## config.mk

```make
export PLATFORM = sky130hd
export DESIGN_NAME = se_blend_pipe
export DESIGN_NICKNAME = d
export VERILOG_FILES = /design/src/rtl/se_blend_pipe.sv
export SDC_FILE = /design/constraint.sdc
export NUM_CORES = 1
export LEC_CHECK = 0
export ABC_AREA = 1
export BUFFER_PORTS_ARGS = -buffer_cell sky130_fd_sc_hd__buf_4
export CORE_UTILIZATION = 64
export DETAILED_ROUTE_END_ITERATION = 7
export GPL_TIMING_DRIVEN = 0
export PLACE_DENSITY = 0.83
export REMOVE_ABC_BUFFERS = 1
export SYNTH_ARGS = -nofsm -noshare
export SYNTH_HDL_FRONTEND = slang
export SYNTH_SLANG_ARGS = --single-unit
export TNS_END_PERCENT = 1
```

## constraint.sdc

```tcl
create_clock -name clock -period 4.65 [get_ports clock]
set_clock_uncertainty 0.2 [all_clocks]
set_input_delay 0.2325 -clock clock [delete_from_list [all_inputs] [get_ports clock]]
set_output_delay 0.2325 -clock clock [all_outputs]
set_load 0.03 [all_outputs]
```

## src/rtl/se_blend_pipe.sv

```systemverilog
// Three-stage special-effects colour pipe: passthrough, alpha blend, brighten and darken, applied per channel.
// Optional build macro SE_ROUND_EN switches every >>4 to round-half-up; when it is undefined the shifts truncate.
module se_blend_pipe #(
    parameter int CH_W   = 5,
    parameter int NUM_CH = 3,
    parameter int CNT_W  = 16
) (
    input  logic                     clock,
    input  logic                     reset,
    input  logic                     in_valid,
    output logic                     in_ready,
    input  logic [1:0]               mode,
    input  logic [NUM_CH*CH_W-1:0]   first,
    input  logic [NUM_CH*CH_W-1:0]   second,
    input  logic [4:0]               eva,
    input  logic [4:0]               evb,
    input  logic [4:0]               evy,
    output logic                     out_valid,
    input  logic                     out_ready,
    output logic [NUM_CH*CH_W-1:0]   color,
    output logic [CNT_W-1:0]         px_count
);

    localparam int PW  = NUM_CH * CH_W;
    localparam int PRW = CH_W + 5;
    localparam int SW  = CH_W + 6;
    localparam logic [CH_W-1:0] MAXC = '1;
`ifdef SE_ROUND_EN
    localparam int RND = 8;
`else
    localparam int RND = 0;
`endif
    localparam logic [SW-1:0]  RND_S = SW'(RND);
    localparam logic [PRW:0]   RND_P = (PRW + 1)'(RND);

    localparam logic [1:0] M_BLEND  = 2'b01;
    localparam logic [1:0] M_BRIGHT = 2'b10;
    localparam logic [1:0] M_DARK   = 2'b11;

    function automatic logic [4:0] clamp16(input logic [4:0] c);
        return (c > 5'd16) ? 5'd16 : c;
    endfunction

    logic en;

    logic                 s1_valid_reg;
    logic [1:0]           s1_mode_reg;
    logic [PW-1:0]        s1_a_reg;
    logic [PW-1:0]        s1_b_reg;
    logic [4:0]           s1_eva_reg;
    logic [4:0]           s1_evb_reg;
    logic [4:0]           s1_evy_reg;

    logic                 s2_valid_reg;
    logic [1:0]           s2_mode_reg;
    logic [PW-1:0]        s2_a_reg;
    logic [NUM_CH-1:0][PRW-1:0] s2_pa_reg, s2_pb_reg, s2_pu_reg, s2_pd_reg;
    logic [NUM_CH-1:0][PRW-1:0] pa_next, pb_next, pu_next, pd_next;

    logic                 out_valid_reg;
    logic [PW-1:0]        color_reg;
    logic [PW-1:0]        color_next;
    logic [CNT_W-1:0]     px_count_reg;

    // A stalled output freezes the whole pipe; bubbles are kept in place.
    assign en        = !out_valid_reg || out_ready;
    assign in_ready  = en;
    assign out_valid = out_valid_reg;
    assign color     = color_reg;
    assign px_count  = px_count_reg;

    genvar gi;
    generate
        for (gi = 0; gi < NUM_CH; gi++) begin : g_mul
            logic [CH_W-1:0] a_ch;
            logic [CH_W-1:0] b_ch;
            assign a_ch = s1_a_reg[gi*CH_W +: CH_W];
            assign b_ch = s1_b_reg[gi*CH_W +: CH_W];
            assign pa_next[gi] = PRW'(a_ch) * PRW'(s1_eva_reg);
            assign pb_next[gi] = PRW'(b_ch) * PRW'(s1_evb_reg);
            assign pu_next[gi] = PRW'(MAXC - a_ch) * PRW'(s1_evy_reg);
            assign pd_next[gi] = PRW'(a_ch) * PRW'(s1_evy_reg);
        end

        for (gi = 0; gi < NUM_CH; gi++) begin : g_comb
            logic [CH_W-1:0] a_ch;
            logic [CH_W-1:0] res;
            logic [SW-1:0]   sum_w;
            logic [CH_W+1:0] bq;
            logic [PRW:0]    pu_w;
            logic [PRW:0]    pd_w;
            logic [CH_W-1:0] up;
            logic [CH_W-1:0] dn;

            assign a_ch  = s2_a_reg[gi*CH_W +: CH_W];
            assign sum_w = SW'(s2_pa_reg[gi]) + SW'(s2_pb_reg[gi]) + RND_S;
            assign bq    = (CH_W + 2)'(sum_w >> 4);
            // With EVY<=16 these steps are bounded by MAXC-A and A, so no clamp is needed.
            assign pu_w  = {1'b0, s2_pu_reg[gi]} + RND_P;
            assign pd_w  = {1'b0, s2_pd_reg[gi]} + RND_P;
            assign up    = CH_W'(pu_w >> 4);
            assign dn    = CH_W'(pd_w >> 4);

            always_comb begin
                res = a_ch;
                case (s2_mode_reg)
                    M_BLEND:  res = (bq > (CH_W + 2)'(MAXC)) ? MAXC : bq[CH_W-1:0];
                    M_BRIGHT: res = a_ch + up;
                    M_DARK:   res = a_ch - dn;
                    default:  res = a_ch;
                endcase
            end

            assign color_next[gi*CH_W +: CH_W] = res;
        end
    endgenerate

    always_ff @(posedge clock) begin
        if (reset) begin
            s1_valid_reg  <= 1'b0;
            s1_mode_reg   <= '0;
            s1_a_reg      <= '0;
            s1_b_reg      <= '0;
            s1_eva_reg    <= '0;
            s1_evb_reg    <= '0;
            s1_evy_reg    <= '0;
            s2_valid_reg  <= 1'b0;
            s2_mode_reg   <= '0;
            s2_a_reg      <= '0;
            s2_pa_reg     <= '0;
            s2_pb_reg     <= '0;
            s2_pu_reg     <= '0;
            s2_pd_reg     <= '0;
            out_valid_reg <= 1'b0;
            color_reg     <= '0;
        end else if (en) begin
            s1_valid_reg  <= in_valid;
            s1_mode_reg   <= mode;
            s1_a_reg      <= first;
            s1_b_reg      <= second;
            s1_eva_reg    <= clamp16(eva);
            s1_evb_reg    <= clamp16(evb);
            s1_evy_reg    <= clamp16(evy);
            s2_valid_reg  <= s1_valid_reg;
            s2_mode_reg   <= s1_mode_reg;
            s2_a_reg      <= s1_a_reg;
            s2_pa_reg     <= pa_next;
            s2_pb_reg     <= pb_next;
            s2_pu_reg     <= pu_next;
            s2_pd_reg     <= pd_next;
            out_valid_reg <= s2_valid_reg;
            color_reg     <= color_next;
        end
    end

    always_ff @(posedge clock) begin
        if (reset) begin
            px_count_reg <= '0;
        end else if (out_valid_reg && out_ready) begin
            px_count_reg <= px_count_reg + 1'b1;
        end
    end

endmodule

```

=== Word level (Yosys, flattened, before mapping) ===
Cells that the tools add are included.

* Add/subtract/negate cells: 13
* Multipliers: 12
* Magnitude comparators: 6
* Eq/ne operators: 3
* Mux-type cells: 9
* Reduce and logical (&&, ||, !) cells: 3

{| class="wikitable"
|+ Operators with widths
! cell !! number
|-
| $mul A5 B5 Y10 || 6
|-
| $pmux W5 S3 || 3
|-
| $add A10 B10 Y11 || 3
|-
| $mux W5 || 6
|-
| $mul A5 B5 Y9 || 3
|-
| $mul A6 B6 Y9 || 3
|-
| $gt A7 B5 Y1 const B || 3
|-
| $sub A5 B5 Y6 const A || 3
|-
| $add A16 B1 Y16 const B || 1
|-
| $add A5 B5 Y5 || 3
|-
| $gt A5 B5 Y1 const B || 3
|-
| $sub A5 B5 Y5 || 3
|-
| $eq A2 B2 Y1 const B || 2
|-
| $eq A2 B1 Y1 const B || 1
|-
| $logic_and A1 B1 Y1 || 1
|-
| $logic_not A1 Y1 || 1
|-
| $logic_or A1 B1 Y1 || 1
|}

* Flip-flop bits (word level): 212
* Input port bits: 51
* Output and inout bits: 33
* Logic and storage cells: 71

=== Longest topological paths before layout ===
* Word-level depth: 4
* Gate-level depth with buffers: 20

=== Least setup slack after synthesis ===
No wires, ideal clock.

* Path type: reg2reg
* Start point: register s1_evb_reg[3]
* End point: register s2_pb_reg[7] (netlist bit)
* Library setup time: 111 ps
* Data arrival time: 3522 ps
* Setup slack: 817 ps
* Cell stages (with the launch flop): 18
* Path buffers: 2
* Path through: dfxtp_1 clkbuf_1 clkbuf_1 nand2_1 fa_1 fa_1 fa_1 inv_1 ha_1 a21oi_1 nand2_1 nand2_1 nand2_1 a21oi_1 or2_2 nand3_1 nand3_1 inv_1

* Word-level cells in the longest chain between the ends: 1

{| class="wikitable"
|+ RTL lines
! what !! line !! text
|-
| start, declared || 51 || <nowiki>logic [4:0] s1_evb_reg;</nowiki>
|-
| start signal, assigned || 142 || <nowiki>s1_evb_reg <= clamp16(evb);</nowiki>
|-
| $mul A5 B5 Y10 || 80 || <nowiki>assign pb_next[gi] = PRW'(b_ch) * PRW'(s1_evb_reg);</nowiki>
|-
| end signal, assigned || 148 || <nowiki>s2_pb_reg <= pb_next;</nowiki>
|-
| end, declared || 57 || <nowiki>logic [NUM_CH-1:0][PRW-1:0] s2_pa_reg, s2_pb_reg, s2_pu_reg, s2_pd_reg;</nowiki>
|}

Every way passes these cells.
A chain may end at the register's enable or synchronous reset.

=== Worst setup path in the final report ===
* Start point: register s1_evy_reg[3]
* End point: register s2_pu_reg[28] (netlist bit)

* Word-level cells in the longest chain between the ends: 1

{| class="wikitable"
|+ RTL lines
! what !! line !! text
|-
| start, declared || 52 || <nowiki>logic [4:0] s1_evy_reg;</nowiki>
|-
| start signal, assigned || 143 || <nowiki>s1_evy_reg <= clamp16(evy);</nowiki>
|-
| $mul A6 B6 Y9 || 81 || <nowiki>assign pu_next[gi] = PRW'(MAXC - a_ch) * PRW'(s1_evy_reg);</nowiki>
|-
| end signal, assigned || 149 || <nowiki>s2_pu_reg <= pu_next;</nowiki>
|-
| end, declared || 57 ||
|}

Every way passes these cells.

==> flow_summary.ini <==
[outcome]
outcome = complete, no violations

[worst_setup_path]
crit_arrival_ns = 4.46
cp_cell_sequence = inv_1 > nor2_1 > ha_1 > inv_1 > fa_1 > fa_1 > inv_1 > ha_1 > nand2_1 > nand2_1 > inv_1 > nor2_1 > a211oi_1 > nand2_1 > nand2_1 > nand3_1 > nand3_1 > inv_1
cp-startpoint = s1_evy_reg[3]$_SDFFE_PP0P_
cp-end-kind = flip-flop
critPathLaunchType = flip-flop
path_common_cell = inv_1
r2r-end = s2_pu_reg[28]$_SDFFE_PP0P_
critPathKind = flip-flop to flip-flop
worst-endpoint-required_ns = 4.79
timing.rr.start = s1_evy_reg[3]$_SDFFE_PP0P_
r2r_slack_ns = 0.33
critPathMaxFanout = 17
slowest_stage = dfxtp_1
r2r_cells = 18
crit_path_max_incr_delay_ns = 0.79

[sta]
slew_headroom_pct = 11.7
timing.hold.ws_ns = 0.00633
finalMaxSlewViolations = 0
setup_viol = 0
fmax_ghz = 0.231
tns_ns = 0
hold_viol_final = 0
period_share_pct = 92.9
worst_slew_pin_slew_ns = 1.32
period_minus_slack_ns = 4.32
rsz0062_at_grt = false

[synth]
ys.flop_type = dfxtp_1
synth_top_area_share_pct = 20.7
yosysSeqAreaShare_pct = 20.7
synth.area.top_cells = dfxtp_1 (21%), ha_1 (16%), nand2_1 (12%), fa_1 (12%), inv_1 (11%)
synth_area_mm2 = 0.0182
synthCells = 2656
avgSynthCellArea_um2 = 6.85
synth_edf_count = 0
synthTopCellsByCount = nand2_1 (568), inv_1 (543), ha_1 (238), nor2_1 (228), o21ai_0 (195)
synth_top_area_cell = dfxtp_1
yosysMostFrequentCell = nand2_1
yosysWarnings = 0
yosys_register_bits = 188
synth_cell_types = 40
async_reset_ff_share_pct = 0

[clocking]
htreeDepth = 4
clock_latency_ns = 0.44
cts_sinks = 188
cts_root_buf = clkbuf_16
cts_buffer_depth = 2
cts_tree = done
numCtsBuffers = 17
cts.clk_slew.worst_paths_ns = 0.07

[placed_design]
gp_congestion = 0.880
numPortBuffers = 83
hpwlAfterDp_mm = 30.4
place_area_mm2 = 0.0190

[finish]
final_area_mm2 = 0.0202
nets = 3105
final_util_pct = 72.3
area_growth_pct = 10.8
drive_gt1_share_pct = 5.43
antenna_cells = 0

[pwr]
power_density_mw_per_mm2 = 226
ir_drop_mv = 0.231
p_leak_uw = 0.0121

[route]
dr_total_vias = 16800
dr.first_iter.drc_count = 1042
wl_per_cell_um = 14.0
viasPerCell = 5.43
antenna_left = 0
drc_errors = 0
dr.pass1.iters = 5
routed_wl_mm = 43.5

[floorplanning]
coreArea_mm2 = 0.0279
row_count = 61
io_pins = 84
die-area_mm2 = 0.0291
die_w_um = 171
initial_core_util_pct = 65.3
die_y_um = 171

[global_route]
antenna_found_initial = 0
grt_first_pass_wirelength_mm = 73.4
globalRouteOverflowTotal = 0
grt_max_degree = 114
track_usage_pct = 30.8
grt_pass1_vias = 16500

[job]
maxCapViolCount = 0

[hold_path]
min_path_type = input port to flip-flop
min_path_cells = 2
min_from = reset
min_to = s1_evb_reg[3]$_SDFFE_PP0P_
## cell type report
| class | instances | area [um2] |
|---|---|---|
| multi-input cells | 1809 | 11900 |
| fillers | 2241 | 7710 |
| flip-flops and latches | 188 | 3770 |
| inverters | 547 | 2060 |
| repair buffers | 148 | 1340 |
| well taps | 378 | 473 |
| clock buffers | 21 | 460 |
| clock inverters | 11 | 110 |
## critical path: cells and delay by family, from the launching register on
kind | cells | cell delay [ns]
flops | 1 | 0.79
simple gates | 8 | 0.70
buf+inv | 5 | 0.72
fa+ha+maj | 4 | 1.58
compound gates | 1 | 0.22
## logic make-up (layout without fill, tap and decap cells)
| kind of cell | after synthesis | count (layout) | share of synthesized area (%) |
|---|---|---|---|
| xor+xnor | 56 | 56 | 2.70 |
| buf+inv | 659 | 727 | 13.7 |
| compound gates | 401 | 401 | 12.0 |
| mux | 1 | 1 | 0.0550 |
| fa+ha+maj | 343 | 343 | 27.9 |
| simple gates | 1008 | 1008 | 22.9 |
| flops | 188 | 188 | 20.7 |
## layout by cell type (no fill, tap or decap), types with 3 or more instances in the layout
master,netlist,final
buf_4,1,83
ha_1,238,238
o211ai_1,11,11
and2_1,3,3
nor3_1,13,13
o21ai_0,195,195
a31oi_1,5,5
nand3_1,128,128
a21oi_1,134,134
xor2_1,38,38
nand3b_1,12,12
inv_1,543,542
nor2_1,228,228
nand2_1,568,568
o21a_1,3,3
inv_6,0,4
o221ai_1,3,3
fa_1,105,105
dlygate4sd3_1,0,60
o41ai_1,3,3
or2_2,17,17
o21bai_1,26,26
buf_12,0,3
a211oi_1,10,10
xnor2_1,18,18
a22oi_1,6,6
dfxtp_1,188,186
nor2_4,2,3
and3_1,3,3
clkbuf_16,0,17
nand4_1,27,27
## power by group
group	total (uW)	switching [uW]	internal (uW)
Clock	1480	700	777
Sequential	1880	158	1720
Combinational	1210	716	492
Total	4560	1570	2990
## stage by stage
stage / setup WS (ns) / power [uW] / std cells
4_1_cts: 0.0920 / 4570 / 3102
3_5_place_dp: 0.0892 / 3050 / 3010
6_report: 0.329 / 4560 / 3102
2_1_floorplan: -1.42 / 2710 / 2544
5_1_grt: 0.0827 / 4840 / 3102
3_3_place_gp: -5.33 / 3000 / 3005
## worst max path at each step
| stage | endpoint | slack (ns) | cells past startpoint |
|---|---|---|---|
| finish | s2_pu_reg[28]$_SDFFE_PP0P_ | 0.33 | 18 |
| global route | s2_pu_reg[18]$_SDFFE_PP0P_ | 0.08 | 18 |
| CTS | s2_pu_reg[7]$_SDFFE_PP0P_ | 0.09 | 15 |
| detailed placement | s2_pu_reg[7]$_SDFFE_PP0P_ | 0.09 | 15 |
| global placement | s2_pa_reg[7]$_SDFFE_PP0P_ | -5.33 | 6 |
| floorplan | s2_pa_reg[17]$_SDFFE_PP0P_ | -1.42 | 6 |
## what timing repair did
| item | 4_1_cts | 5_1_grt |
|---|---|---|
| resized for setup | 0 | 2 |
| buffers inserted | 0 | 0 |
| setup endpoints to repair | 0 | 5 |
| endpoints found under the hold margin | 50 | 0 |
| hold buffers | 60 | 0 |
## layer usage
| layer | vias up | global-route usage [%] | wire (um) |
|---|---|---|---|
| met5 | - | 0 | 0 |
| met4 | 0 | 11.8 | 1350 |
| met3 | 102 | 2.91 | 1830 |
| met2 | 476 | 56.8 | 21500 |
| met1 | 7880 | 36.8 | 18800 |
| li1 | 8372 | - | - |
Note: power is estimated with default switching activity, not from simulation.
